<file path="config.mk">
export PLATFORM = sky130hd
export DESIGN_NAME = btn_event_decoder
export DESIGN_NICKNAME = d
export VERILOG_FILES = /design/src/rtl/btn_pkg.sv /design/src/rtl/btn_edge_det.sv /design/src/rtl/btn_event_decoder.sv
export SDC_FILE = /design/constraint.sdc
export NUM_CORES = 1
export LEC_CHECK = 0
export ABC_AREA = 0
export CORE_ASPECT_RATIO = 0.8
export CORE_MARGIN = 2
export CORE_UTILIZATION = 60
export DETAILED_ROUTE_END_ITERATION = 12
export PLACE_DENSITY = 0.82
export SLEW_MARGIN = 0
export SYNTH_ARGS = -nofsm -noshare
export SYNTH_HDL_FRONTEND = slang
export SYNTH_SLANG_ARGS = --single-unit
</file>
<file path="constraint.sdc">
create_clock -name CLK -period 2.5 [get_ports CLK]
set_clock_uncertainty 0.2 [all_clocks]
set_input_delay 0.5 -clock CLK [delete_from_list [all_inputs] [get_ports CLK]]
set_output_delay 0.5 -clock CLK [all_outputs]
set_load 0.02 [all_outputs]
</file>
<file path="src/rtl/btn_pkg.sv">
// Shared types and default timing for the button event decoder.
// Contents:
//   btn_state_e    gesture FSM states
//   DEF_*          default counter width and interval lengths (50 MHz clock)
package btn_pkg;

  typedef enum logic [2:0] {
    IDLE   = 3'd0,
    PRESS1 = 3'd1,
    HELD   = 3'd2,
    GAP    = 3'd3,
    PRESS2 = 3'd4
  } btn_state_e;

  localparam int DEF_CNT_W      = 25;
  localparam int DEF_LONG_CYC   = 25000000;  // 0.5 s
  localparam int DEF_GAP_CYC    = 12500000;  // 0.25 s
  localparam int DEF_REPEAT_CYC = 5000000;   // 0.1 s

endpackage

</file>
<file path="src/rtl/btn_edge_det.sv">
// Edge detector for the debounced button level.
// Ports:
//   clk_i    system clock (rising edge)
//   rst_n_i  asynchronous active-low reset
//   level_i  debounced button level, 1 = pressed
//   rise_o   combinational: level went 0 -> 1 this cycle
//   fall_o   combinational: level went 1 -> 0 this cycle
// The level register comes out of reset at 0. The first cycle after reset
// only loads the real level and reports no edges, so a button held through
// reset release is not mistaken for a new press.
module btn_edge_det (
  input  logic clk_i,
  input  logic rst_n_i,
  input  logic level_i,
  output logic rise_o,
  output logic fall_o
);

  logic lvl_q;
  logic armed_q;

  always_ff @(posedge clk_i or negedge rst_n_i) begin
    if (!rst_n_i) begin
      lvl_q   <= 1'b0;
      armed_q <= 1'b0;
    end else begin
      lvl_q   <= level_i;
      armed_q <= 1'b1;
    end
  end

  assign rise_o = armed_q &  level_i & ~lvl_q;
  assign fall_o = armed_q & ~level_i &  lvl_q;

endmodule

</file>
<file path="src/rtl/btn_event_decoder.sv">
// Button gesture classifier: turns a debounced button level into one-cycle
// event pulses for short press, double press and long press.
// Optional feature: define BTN_REPEAT_EN to emit auto-repeat ticks while a
// long press is held; without it REPEAT_PULSE is constant 0.
// Ports:
//   CLK           system clock (rising edge)
//   RST_N         asynchronous active-low reset
//   BTN_LEVEL     debounced button level, 1 = pressed, synchronous to CLK
//   SHORT_PULSE   one cycle: single short press completed
//   DOUBLE_PULSE  one cycle: double press completed
//   LONG_PULSE    one cycle: long-press threshold reached while held
//   REPEAT_PULSE  one cycle: auto-repeat tick while held
//   BUSY          FSM is not in IDLE
// LONG_CYC, GAP_CYC and REPEAT_CYC must each be below 2**CNT_W.
module btn_event_decoder
  import btn_pkg::*;
#(
  parameter int CNT_W      = DEF_CNT_W,
  parameter int LONG_CYC   = DEF_LONG_CYC,
  parameter int GAP_CYC    = DEF_GAP_CYC,
  parameter int REPEAT_CYC = DEF_REPEAT_CYC
) (
  input  logic CLK,
  input  logic RST_N,
  input  logic BTN_LEVEL,
  output logic SHORT_PULSE,
  output logic DOUBLE_PULSE,
  output logic LONG_PULSE,
  output logic REPEAT_PULSE,
  output logic BUSY
);

  // Thresholds are compared against the counter value one cycle before the
  // interval ends, so the registered pulse lands exactly on the interval.
  localparam logic [CNT_W-1:0] LONG_LAST = CNT_W'(LONG_CYC - 1);
  localparam logic [CNT_W-1:0] GAP_LAST  = CNT_W'(GAP_CYC - 1);
  localparam logic [CNT_W-1:0] CNT_MAX   = {CNT_W{1'b1}};
  localparam logic [CNT_W-1:0] CNT_ONE   = CNT_W'(1);
`ifdef BTN_REPEAT_EN
  localparam logic [CNT_W-1:0] REP_LAST  = CNT_W'(REPEAT_CYC - 1);
`endif

  logic rise;
  logic fall;

  btn_edge_det u_edge (
    .clk_i   (CLK),
    .rst_n_i (RST_N),
    .level_i (BTN_LEVEL),
    .rise_o  (rise),
    .fall_o  (fall)
  );

  btn_state_e       state_q, state_d;
  logic [CNT_W-1:0] cnt_q, cnt_d;
  logic             short_q, short_d;
  logic             double_q, double_d;
  logic             long_q, long_d;
  logic             rep_q, rep_d;
  logic             tick_clr;

  always_ff @(posedge CLK or negedge RST_N) begin
    if (!RST_N) begin
      state_q  <= IDLE;
      cnt_q    <= '0;
      short_q  <= 1'b0;
      double_q <= 1'b0;
      long_q   <= 1'b0;
      rep_q    <= 1'b0;
    end else begin
      state_q  <= state_d;
      cnt_q    <= cnt_d;
      short_q  <= short_d;
      double_q <= double_d;
      long_q   <= long_d;
      rep_q    <= rep_d;
    end
  end

  always_comb begin
    state_d  = state_q;
    short_d  = 1'b0;
    double_d = 1'b0;
    long_d   = 1'b0;
    rep_d    = 1'b0;
    tick_clr = 1'b0;

    unique case (state_q)
      IDLE: begin
        if (rise) state_d = PRESS1;
      end
      PRESS1: begin
        // A release on the threshold cycle still counts as a short press.
        if (fall) begin
          state_d = GAP;
        end else if (cnt_q == LONG_LAST) begin
          long_d  = 1'b1;
          state_d = HELD;
        end
      end
      HELD: begin
        if (fall) begin
          state_d = IDLE;
        end
`ifdef BTN_REPEAT_EN
        else if (cnt_q == REP_LAST) begin
          // Repeat ticks restart the interval without leaving HELD.
          rep_d    = 1'b1;
          tick_clr = 1'b1;
        end
`endif
      end
      GAP: begin
        // A re-press on the timeout cycle still makes a double press.
        if (rise) begin
          state_d = PRESS2;
        end else if (cnt_q == GAP_LAST) begin
          short_d = 1'b1;
          state_d = IDLE;
        end
      end
      PRESS2: begin
        if (fall) begin
          double_d = 1'b1;
          state_d  = IDLE;
        end
      end
      default: state_d = IDLE;
    endcase

    // Interval counter: restarts on every state change, saturates otherwise.
    if ((state_d != state_q) || tick_clr) begin
      cnt_d = '0;
    end else if (cnt_q != CNT_MAX) begin
      cnt_d = cnt_q + CNT_ONE;
    end else begin
      cnt_d = cnt_q;
    end
  end

  assign SHORT_PULSE  = short_q;
  assign DOUBLE_PULSE = double_q;
  assign LONG_PULSE   = long_q;
  assign BUSY         = (state_q != IDLE);
`ifdef BTN_REPEAT_EN
  assign REPEAT_PULSE = rep_q;
`else
  assign REPEAT_PULSE = 1'b0;
`endif

endmodule

</file>
==> impl_metrics.csv, run 1 <==
group,metric,value,unit
status,status,"complete, no violations",
synthesis,yosysTopAreaCellShare,0.4228,
synthesis,ys_async_sr_fraction,1.000,
final_layout,layout-drive-gt1-share,0.2269,
clock_network,numCtsBuffers,5,
route,wirelength,3931,microns
sta,setup_violations,0,
placed_design,dp_hpwl,2654,microns
grt,grt_pass1_wl,6706,microns
worst_setup_path,r2r-start,"cnt_q[0]",
worst_setup_path,cp_max_fo,8,
route,drc,0,
worst_setup_path,required,1800,ps
synthesis,ys_seq_area_frac,0.4228,
clock_network,clock-sinks,33,
worst_setup_path,path_cells,"or3_1 -> clkdlybuf4s50_1",
clock_network,h-tree-depth,2,
synthesis,synth.most_common_cell,"dfrtp_1",
worst_setup_path,r2r_end,"cnt_q[2]",
floorplanning,die_h,55.03,microns
worst_setup_path,crit_arrival,1700,ps
power,worst_ir_drop_vdd,474.9,uV
synthesis,yosysTopAreaCell,"dfrtp_1",
synthesis,postSynthRegisterBits,33,
worst_setup_path,critPathTopFamily,"buffers and inverters",
floorplanning,die_x,67.79,microns
worst_setup_path,crit_path_top_delay_cell,"clkdlybuf4s50_1",
sta,fin_crit_sh,0.9619,
grt,grt_usage,0.2457,
synthesis,netlist_instances,199,
worst_setup_path,crit_type,"register to output port",
floorplanning,fp.dieArea,3730,sq um
synthesis,ys_warn_count,0,
synthesis,ys_top_cells_by_count,"33 x dfrtp_1, 18 x nor2_2, 14 x xnor2_1",
final_layout,fin_nets,220,
power,power_density,713.3,nW/um^2
floorplanning,initial_core_util,0.6284,
floorplanning,core_area,3108,sq um
grt,grt_util_met2,0.3971,
grt,grt_util_met3,0.06680,
min_path,hold_class,"register to register",
sta,hold_slack,374.0,ps
sta,relSlewSlack,0.6479,
worst_setup_path,reg2reg_depth,8,
route,via_per_inst,6.059,
route,wl_per_cell,15.36,microns
synthesis,synthFlopType,"dfrtp_1",
clock_network,clock_latency,290,ps
worst_setup_path,end_kind,"output port",
grt,overflow,0,
sta,finalMaxSlewViolations,0,
floorplanning,ios,8,
route,vias,1551,
worst_setup_path,cp-start-kind,"register",
worst_setup_path,worst-path-stages,2,
final_layout,diodes,0,
placed_design,io_buffer_count,6,
synthesis,syn_nets,203,
sta,hold_viol,0,
synthesis,synth.area.top_cells,"dfrtp_1 42%, xnor2_1 6.3%, nor2_2 5.8%, nand3_1 3.3%, nand2_1 2.5%",
power,leakage,0.8600,nW
synthesis,yosys.cell_types.count,52,
final_layout,fillers,224,
grt,met1_usage,0.3172,
clock_network,root_buffer,"clkbuf_8",
final_layout,area_growth,11.60,%
grt,top_usage_layer,"met2",
route,drt_iter0_markers,136,
clock_network,clockBufferDepth,2,
sta,fin_crit,2405,ps
synthesis,synth_edf_count,0,
grt,grt_max_degree,34,
sta,fmax,415.8,MHz
run,maxCapViolations,0,
floorplanning,rows,18,
route,first_pass_iters,4,
clock_network,post_cts_resized,0,
grt,antenna_found_initial,0,
worst_setup_path,cpPeakStageDelay,550,ps
worst_setup_path,cp-endpoint,"BUSY",
sta,tightest_slew,514.8,ps
power,power,1.555,mW
grt,grt_pass1_vias,1478,
placed_design,place.gp.congestion,0.8418,
clock_network,hold_buffers,0,
synthesis,avgSynthCellArea,9.815,sq um
clock_network,tritoncts,"built",
worst_setup_path,path_buf_inv,1,
route,antenna_left,0,
synthesis,synth_area,1953,sq um
worst_setup_path,crit_start,"state_q[2]",
worst_setup_path,reg2reg_slack,150,ps
clock_network,clkSlewWorstSetupHoldPaths,70,ps
-- worst reg2reg max path, stage by stage (launching register included) --
cell and delay (ps):
dfrtp_1 420, ha_1 280, nand3_4 90, buf_4 170, nor4_2 330, buf_4 260, nand2_1 130, and3_1 210
nor3_1 180
-- cells in the final DEF (no fill, tap or decap), drive strengths merged, types with 3 or more instances in the layout --
| cell | netlist | final |
|---|---|---|
| nor3 | 5 | 5 |
| a211oi | 5 | 5 |
| nand4b | 4 | 4 |
| buf | 6 | 12 |
| xor2 | 3 | 3 |
| nand2 | 13 | 13 |
| a21oi | 11 | 11 |
| dfrtp | 33 | 33 |
| nand3 | 14 | 14 |
| and3 | 3 | 3 |
| nor4 | 4 | 4 |
| nand4 | 4 | 4 |
| clkbuf | 1 | 7 |
| nor2 | 25 | 25 |
| xnor2 | 14 | 14 |
| inv | 5 | 5 |
| or3 | 7 | 7 |
| clkdlybuf4s50 | 0 | 6 |
| o21ai | 7 | 7 |
-- routing by layer --
metal / routed length, microns / up-vias
met1: 1788 / 765
met5: 0 / -
li1: - / 738
met4: 48 / 0
met3: 187 / 8
met2: 1907 / 40
-- power by group --
part           leakage [nW]  internal, mW  switching [mW]
clock network        0.0443         0.218           0.185
registers             0.450         0.585          0.0841
logic                 0.366         0.203           0.279
total                 0.860          1.01           0.548
-- through the flow --
stage / area [sq um] / utilization / std cells / worst slack (ps) / TNS, ps
CTS: 2150 / 0.6916 / 252 / 108.5 / 0
global route: 2180 / 0.7013 / 256 / -4.494 / -4.494
floorplan: 1953 / - / 199 / 221.1 / 0
finish: 2180 / 0.7013 / 256 / 95.18 / 0
detailed placement: 2063 / 0.6638 / 245 / 20.14 / 0
global placement: 2063 / 0.6638 / 245 / 83.07 / 0
-- timing repair --
item                                   4_1_cts  5_1_grt
setup buffers                                0        4
setup endpoints to repair                    0        4
endpoints found under the hold margin        0        0
-- cells by family after synthesis --
kind of cell	count (synthesis)	synth area share
DFF	33	0.4228
buffers and inverters	13	0.04676
other	2	0.003845
AOI/OAI and AO/OA	33	0.1185
muxes	1	0.005125
and+or+nand+nor	99	0.3203
xor gates and xnor gates	17	0.07624
adders and majority gates	1	0.006405
-- layout make-up --
class | instances | area [sq um] | area share
Multi-Input combinational cell | 153 | 1036 | 0.4753
Clock buffer | 7 | 86.33 | 0.03961
Timing Repair Buffer | 18 | 162.7 | 0.07463
Sequential cell | 33 | 825.8 | 0.3789
Tap cell | 40 | 50.05 | 0.02296
Inverter | 5 | 18.77 | 0.008611
-- state kept, by name, indices dropped and copies added, names as in the netlist --
name,flops
u_edge.lvl_q,1
DOUBLE_PULSE,1
LONG_PULSE,1
u_edge.armed_q,1
cnt_q,25
state_q,3
SHORT_PULSE,1
-- worst min path at each step --
stage / endpoint / cells after the start / slack, ps / start
global placement: cnt_q[21] / 2 / 340 / cnt_q[21]
floorplan: DOUBLE_PULSE / 0 / 4 / RST_N
global route: cnt_q[9] / 2 / 400 / cnt_q[9]
detailed placement: cnt_q[21] / 2 / 360 / cnt_q[21]
CTS: cnt_q[21] / 2 / 380 / cnt_q[21]
finish: cnt_q[21] / 2 / 370 / cnt_q[21]
No activity file was read; power rests on OpenSTA's default activity.
==> inputs of run 2 (changes only) <==
MAX_ROUTING_LAYER = met4   (was unset)
==> run 2 against run 1 <==
  * Non-clock buffer count down 1
  * Wire length fell by 0.25%
  * Final area is 0.11% lower
  * Core utilization down 0.081 points
  * Clock power is essentially flat
  * Sequential share of layout area about the same
  * Critical path type unchanged
  * Worst hold slack improved by 8.1 ps
  * Critical path depth did not move
  * Global-route usage up 0.81 points
  * Setup slack got worse by 1.5 ps
  * Die area is the same
==> impl_metrics.csv, run 2 (synthesis results as in run 1) <==
group,metric,value,unit
status,status,"complete, no violations",
worst_setup_path,crit_start,"state_q[2]",
sta,setup_violations,0,
floorplanning,rows,18,
grt,grt_usage,0.2538,
final_layout,layout_commonest_cell,"dfrtp_1",
worst_setup_path,end_kind,"output port",
final_layout,multiInputGateArea,1041,sq um
sta,relSlewSlack,0.6549,
grt,antenna_found_initial,0,
route,wl_per_cell,15.38,microns
worst_setup_path,crit_path_top_delay_cell,"clkdlybuf4s50_1",
final_layout,register_area,825.8,sq um
sta,hold_viol,0,
sta,fin_crit,2406,ps
placed_design,dp.cells,245,
sta,tns,0,ps
worst_setup_path,cp_max_fo,8,
route,first_pass_iters,4,
clock_network,root_buffer,"clkbuf_8",
route,via_per_inst,6.102,
clock_network,clock-sinks,33,
final_layout,layout-drive-gt1-share,0.2279,
worst_setup_path,crit_type,"register to output port",
power,worst_ir_drop_vdd,470.1,uV
placed_design,io_buffer_count,6,
final_layout,largestRegisters,"cnt_q (25), state_q (3)",
final_layout,area_growth,11.47,%
route,antenna_left,0,
min_path,min-delay-start,"cnt_q[21]",
worst_setup_path,cp-start-kind,"register",
grt,overflow,0,
final_layout,layout_common_cells,"33 x dfrtp_1, 18 x nor2_2, 14 x xnor2_1, 13 x nand2_1, 13 x nand3_1",
final_layout,fillers,222,
sta,fin_crit_sh,0.9625,
final_layout,largest_reg_flops,25,
floorplanning,initial_core_util,0.6284,
grt,grt_pass1_wl,6713,microns
power,power_density,712.5,nW/um^2
clock_network,clkSlewWorstSetupHoldPaths,70,ps
clock_network,clockBufferDepth,2,
worst_setup_path,crit_arrival,1710,ps
final_layout,diodes,0,
worst_setup_path,r2r-start,"cnt_q[0]",
worst_setup_path,path_cells,"or3_1 -> clkdlybuf4s50_1",
sta,tightest_slew,504.6,ps
floorplanning,core_area,3108,sq um
placed_design,dp_hpwl,2654,microns
sta,finalMaxSlewViolations,0,
floorplanning,ios,8,
grt,grt_pass1_vias,1484,
sta,fmax,415.6,MHz
power,leakage,0.8546,nW
clock_network,clock_latency,290,ps
clock_network,tritoncts,"built",
route,drt_iter0_markers,111,
placed_design,place.gp.congestion,0.8548,
floorplanning,die_x,67.79,microns
route,drc,0,
final_layout,regMostFlops,"cnt_q",
final_layout,utilization,0.7005,
worst_setup_path,required,1800,ps
floorplanning,fp.dieArea,3730,sq um
route,vias,1556,
worst_setup_path,cpPeakStageDelay,550,ps
min_path,hold_class,"register to register",
clock_network,h-tree-depth,2,
final_layout,final_cells,255,
route,wirelength,3921,microns
floorplanning,die_h,55.03,microns
clock_network,numCtsBuffers,5,
final_layout,fin_nets,219,
grt,grt_max_degree,34,
run,maxCapViolations,0,
==> run 2: routing by layer <==
layer	up-vias	track usage	share of wire
li1	737	-	-
met3	8	0.08502	0.043
met1	771	0.3146	0.46
met5	-	-	0
met2	40	0.3987	0.48
met4	0	0.07667	0.013
==> run 2: worst paths after layout <==
kind / endpoint / slack, ps / cells past startpoint
max: BUSY / 90 / 2
min: cnt_q[21] / 380 / 2
max in group asynchronous: cnt_q[13] / 1380 / 2
max reg2reg: cnt_q[2] / 150 / 8
min reg2reg: cnt_q[21] / 380 / 2
min in group asynchronous: SHORT_PULSE / 420 / 2
==> run 2: stage by stage <==
stage	power, mW	worst slack [ps]	instance area, sq um	hold slack (ps)
detailed placement	1.160	20.14	2063	361.4
global route	1.644	-1.352	2177	399.2
floorplan	1.052	221.1	1953	4.409
finish	1.551	93.67	2177	382.0
CTS	1.559	108.5	2150	378.7
global placement	1.127	83.07	2063	343.5
==> run 2: what timing repair did <==
action | CTS | global route
buffers inserted | 0 | 3
hold buffers | 0 | 0
hold endpoints to repair | 0 | 0
gates resized for setup | 0 | 1
endpoints found under the setup margin | 0 | 4
==> run 2: layout make-up <==
cell class                      count  area share
Multi-Input combinational cell    153      0.4782
Sequential cell                    33      0.3793
Inverter                            5    0.008621
Tap cell                           40     0.02299
Clock buffer                        7     0.03966
Timing Repair Buffer               17     0.07126
==> run 2: critical path: cells and delay by family, from the launching register on <==
| family | cells | cell delay (ps) |
|---|---|---|
| flip-flops | 1 | 460 |
| buffers and inverters | 1 | 550 |
| AND/OR/NAND/NOR | 1 | 420 |
==> run 2: power by group <==
part	total [mW]	switching, mW	internal [mW]
Sequential	0.672	0.0865	0.585
Clock	0.402	0.183	0.218
Combinational	0.478	0.275	0.203
==> edit 1 (settings of run 2) <==
`DEF_CNT_W`: 25 -> 50.
--- a/src/rtl/btn_pkg.sv
+++ b/src/rtl/btn_pkg.sv
@@ -13,5 +13,5 @@
   } btn_state_e;
 
-  localparam int DEF_CNT_W      = 25;
+  localparam int DEF_CNT_W      = 50;
   localparam int DEF_LONG_CYC   = 25000000;  // 0.5 s
   localparam int DEF_GAP_CYC    = 12500000;  // 0.25 s
Behaviour: no difference found for any inputs over 10 cycles, from zero or initial values and one cycle with RST_N low; that may be too few to reach the edited logic, so the function may still have changed.
==> edit 1 against run 2 <==
The flow now finishes with violations (negative setup slack); wire length is 130% higher; critical endpoint is now cnt_q[22]; combinational power grew to 2.7 times the old value; area after synthesis is 68% higher; final cell count is 92% higher; maximum frequency is 5.8% lower; final area is 99% higher; sequential cell count is 25 higher; global-route usage is 3.2 points higher; via count is 100% higher; largest power group is now combinational cells; power is 110% higher; setup slack worse by 0.15 ns.
==> edit 1: results (changes against run 2) <==
Status: complete, but fails checks
Failing checks: negative setup slack
Cts bufs inserted: 9 (+4)
Met2 wire length: 4.30 mm (+130%)
Worst EP arrival: 2.59 ns (+0.88 ns)
Cell Area, Placed: 0.00375 mm^2 (+82%)
Max incr delay on CP: 0.58 ns (+0.03 ns)
H-tree lvl count: 3 (+1)
Fill cells: 284 (+28%)
Final Setup Violations: 49 (+49)
DP HPWL: 5.28 mm (+99%)
Largest net degree at the start of global routing: 59 (+74%)
Initial DRC count: 297 (+170%)
First-pass GRT wire length: 13.0 mm (+94%)
Final worst setup slack: -0.0554 ns (-0.149 ns)
Dpl ws: -0.0776 ns (-0.0977 ns)
Critical R2R Launch: cnt_q[45]
GPL Wtd Cong: 0.880 (+2.9%)
Peak VDD IR: 0.460 mV (-2.1%)
Met1 wire length: 3.80 mm (+110%)
Met3 wire len: 543 um (+220%)
Sw frac: 33.5% (-1.6 points)
Register share of total power: 31.9% (-11 points)
Area contributors post-synth: dfrtp_1 (44%), xor2_1 (8.8%), nor2_1 (7.3%)
Leakage power: 1.80 nW (+110%)
Slowest CP cell: or4_1
Area of the multi-input gates: 0.00193 mm^2 (+86%)
Power share of the clock group: 29.3% (+3.4 points)
Clock latency on the worst-skew pair: 0.35 ns (+0.06 ns)
Largest regs: cnt_q x50, state_q x3
-- edit 1: layer usage --
layer	vias to the layer above	GRT usage, %
met3	25	9.81
met1	1545	37.0
met4	0	9.20
li1	1413	-
met2	129	42.5
met5	-	-
-- edit 1: repair_timing --
item,in CTS,in global routing
resized for setup,2,60
buffers inserted,0,7
pin swaps,1,14
hold buffers,1,0
gates cloned,0,3
endpoints found under the setup margin,4,46
hold endpoints to repair,58,0
-- edit 1: kinds of logic (layout without fill, tap and decap cells) --
| logic type | count (synthesis) | count (layout) | synth area share, % |
|---|---|---|---|
| AOI/OAI and AO/OA | 42 | 42 | 8.98 |
| xor gates and xnor gates | 43 | 43 | 11.5 |
| other | 2 | 2 | 0.228 |
| DFF | 58 | 58 | 44.2 |
| adders and majority gates | 1 | 1 | 0.381 |
| and+or+nand+nor | 191 | 191 | 31.9 |
| buffers and inverters | 18 | 88 | 2.89 |
-- edit 1: worst max-delay path, delay by kind of cell, from the launching register on --
kind | cells | cell delay (ns)
and+or+nand+nor | 5 | 1.38
DFF | 1 | 0.37
buffers and inverters | 2 | 0.34
AOI/OAI and AO/OA | 1 | 0.15
-- edit 1: stage by stage --
step	TNS [ns]	cells	hold WS (ns)	power [W]
floorplan	0	355	0.00441	0.00153
global placement	0	463	0.324	0.00172
detailed placement	-1.17	463	0.327	0.00175
CTS	0	480	0.358	0.00272
global route	-4.45	490	0.400	0.00343
finish	-1.93	490	0.372	0.00331
-- edit 1: area by class of cell --
| class | instances | area share, % |
|---|---|---|
| inverter | 5 | 0.432 |
| sequential | 58 | 33.4 |
| timing repair buffer | 67 | 14.6 |
| clock buffer | 11 | 3.26 |
| tap | 65 | 1.87 |
| multi-input combinational | 279 | 44.6 |
| clock inverter | 5 | 1.79 |
==> edit 2 (flow settings as in run 2) <==
Made on the original files. Register the input `BTN_LEVEL` before use, without a reset. The logic sees it one clock later.
--- a/src/rtl/btn_event_decoder.sv
+++ b/src/rtl/btn_event_decoder.sv
@@ -37,4 +37,10 @@
   localparam logic [CNT_W-1:0] CNT_MAX   = {CNT_W{1'b1}};
   localparam logic [CNT_W-1:0] CNT_ONE   = CNT_W'(1);
+
+  logic BTN_LEVEL_q;
+
+  always_ff @(posedge CLK) begin
+    BTN_LEVEL_q <= BTN_LEVEL;
+  end
 `ifdef BTN_REPEAT_EN
   localparam logic [CNT_W-1:0] REP_LAST  = CNT_W'(REPEAT_CYC - 1);
@@ -47,5 +53,5 @@
     .clk_i   (CLK),
     .rst_n_i (RST_N),
-    .level_i (BTN_LEVEL),
+    .level_i (BTN_LEVEL_q),
     .rise_o  (rise),
     .fall_o  (fall)
Formal check against the unedited RTL: not equivalent (a bounded check fails within 4 cycles, from zero or initial values and one cycle with RST_N low).
==> edit 2 against run 2 <==
Setup slack worse by 0.010 ns; power hardly changed; area after synthesis is 1.0% higher; utilization is 0.20 points higher; sequential cell count is 1 higher; sequential share of layout area up 0.81 points; hold slack got worse by 0.21 ns; final area rose by 0.29%; global-route usage shrank 1.1 points; wire length fell by 2.2%; critical path type is now flip-flop to flip-flop.
==> edit 2: results (changes against run 2) <==
Status: finished, final reports clean
DRT Pass-1 Iters: 4 (unchanged)
First-pass GRT wire length: 6.83 mm (+1.8%)
Class of the worst hold path: flip-flop to flip-flop
Post-synthesis async set-or-reset flop share: 97.1% (-2.9 points)
Clock latency on the worst-skew pair: 0.28 ns
Post-synth top cells: dfrtp_1 (33), nor2_2 (18), xnor2_1 (14), nand2_1 (13), nand3_1 (13)
Clock buf/inv share: 4.13% (+0.16 points)
GRT Util Overall: 24.3% (-1.1 points)
Fraction of area in multi-input gates: 47.4% (-0.37 points)
Clock Tree Buf Depth: 2 (unchanged)
Register area: 846 um^2 (+2.4%)
Synthesized Nets: 204 (+0.49%)
Initial DRC count: 96 (-14%)
Peak VDD IR: 0.445 mV (-5.3%)
Cts bufs inserted: 5 (unchanged)
Rel. slew slack: 64.7% (-0.74 points)
DP HPWL: 2.74 mm (+3.4%)
DR vias/cell: 6.01 (-1.5%)
Vias in the first global route: 1500 (+1.1%)
# clk buffers: 8 (+1)
Number of buffers outside the clock class in the layout: 17 (unchanged)
FFs & Latches: 34 (+3.0%)
Fill cells: 230 (+3.6%)
Register area share after synthesis: 42.9% (+0.59 points)
Buffering overhead: 6.53% (-0.59 points)
Post-Route WL: 3.84 mm (-2.2%)
Crit path max fanout: 13 (+5)
Slowest CP cell: or4_1
Nets@finish: 220 (+0.46%)
Leakage power: 0.859 nW (+0.47%)
Largest regs: cnt_q x25, state_q x3
Post-synth cell types: 53 (+1.9%)
Fraction of layout instances using a drive strength above 1: 22.1% (-0.67 points)
Ant diodes: 0 (unchanged)
PortBufs: 6 (unchanged)
Area contributors post-synth: dfrtp_1 (42%), xnor2_1 (6.2%), nor2_2 (5.7%)
Worst path top cell family by delay: simple AND/OR/NAND/NOR gates
GPL Wtd Cong: 0.875 (+2.4%)
==> edit 2: final timing paths <==
check | startpoint | to | slack, ns | cells past startpoint
setup reg to reg | cnt_q[6] | cnt_q[2] | 0.08 | 6
hold reg to reg | BTN_LEVEL_q | u_edge.lvl_q | 0.18 | 0
min in group asynchronous | RST_N | cnt_q[17] | 0.41 | 2
hold / removal | BTN_LEVEL_q | u_edge.lvl_q | 0.18 | 0
max in group asynchronous | RST_N | cnt_q[0] | 1.39 | 2
setup / recovery | cnt_q[6] | cnt_q[2] | 0.08 | 6
==> edit 2: what timing repair did <==
action | 4_1_cts | 5_1_grt
endpoints found under the hold margin | 0 | 0
endpoints found under the setup margin | 0 | 1
buffers inserted | 0 | 2
==> edit 2: routing by layer <==
metal	up-vias	share of wire, %	global-route usage (%)
li1	745	-	-
met1	750	46	34.0
met4	0	1.3	8.00
met3	8	4.6	4.89
met2	41	48	35.2
met5	-	0	-
==> edit 2: kinds of logic (layout without fill, tap and decap cells) <==
logic type,Yosys count,in the layout,synth area share (%)
simple gates,99,99,31.7
flops,34,34,42.9
compound gates,33,33,11.7
xor+xnor,17,17,7.55
buf+inv,13,30,4.63
other cells,2,2,0.381
fa+ha+maj,1,1,0.634
mux,1,1,0.507
==> edit 2: metrics by stage <==
stage	cell area (um^2)	std cells	setup slack, ns
2_1_floorplan	1970	200	0.221
3_3_place_gp	2080	247	0.206
3_5_place_dp	2080	247	0.105
4_1_cts	2170	255	0.117
5_1_grt	2180	257	0.00884
6_report	2180	257	0.0834
==> edit 2: report_power, final <==
part	internal (W)	switching, W
logic	0.000186	0.000274
clock network	0.000224	0.000187
registers	0.000599	0.0000816
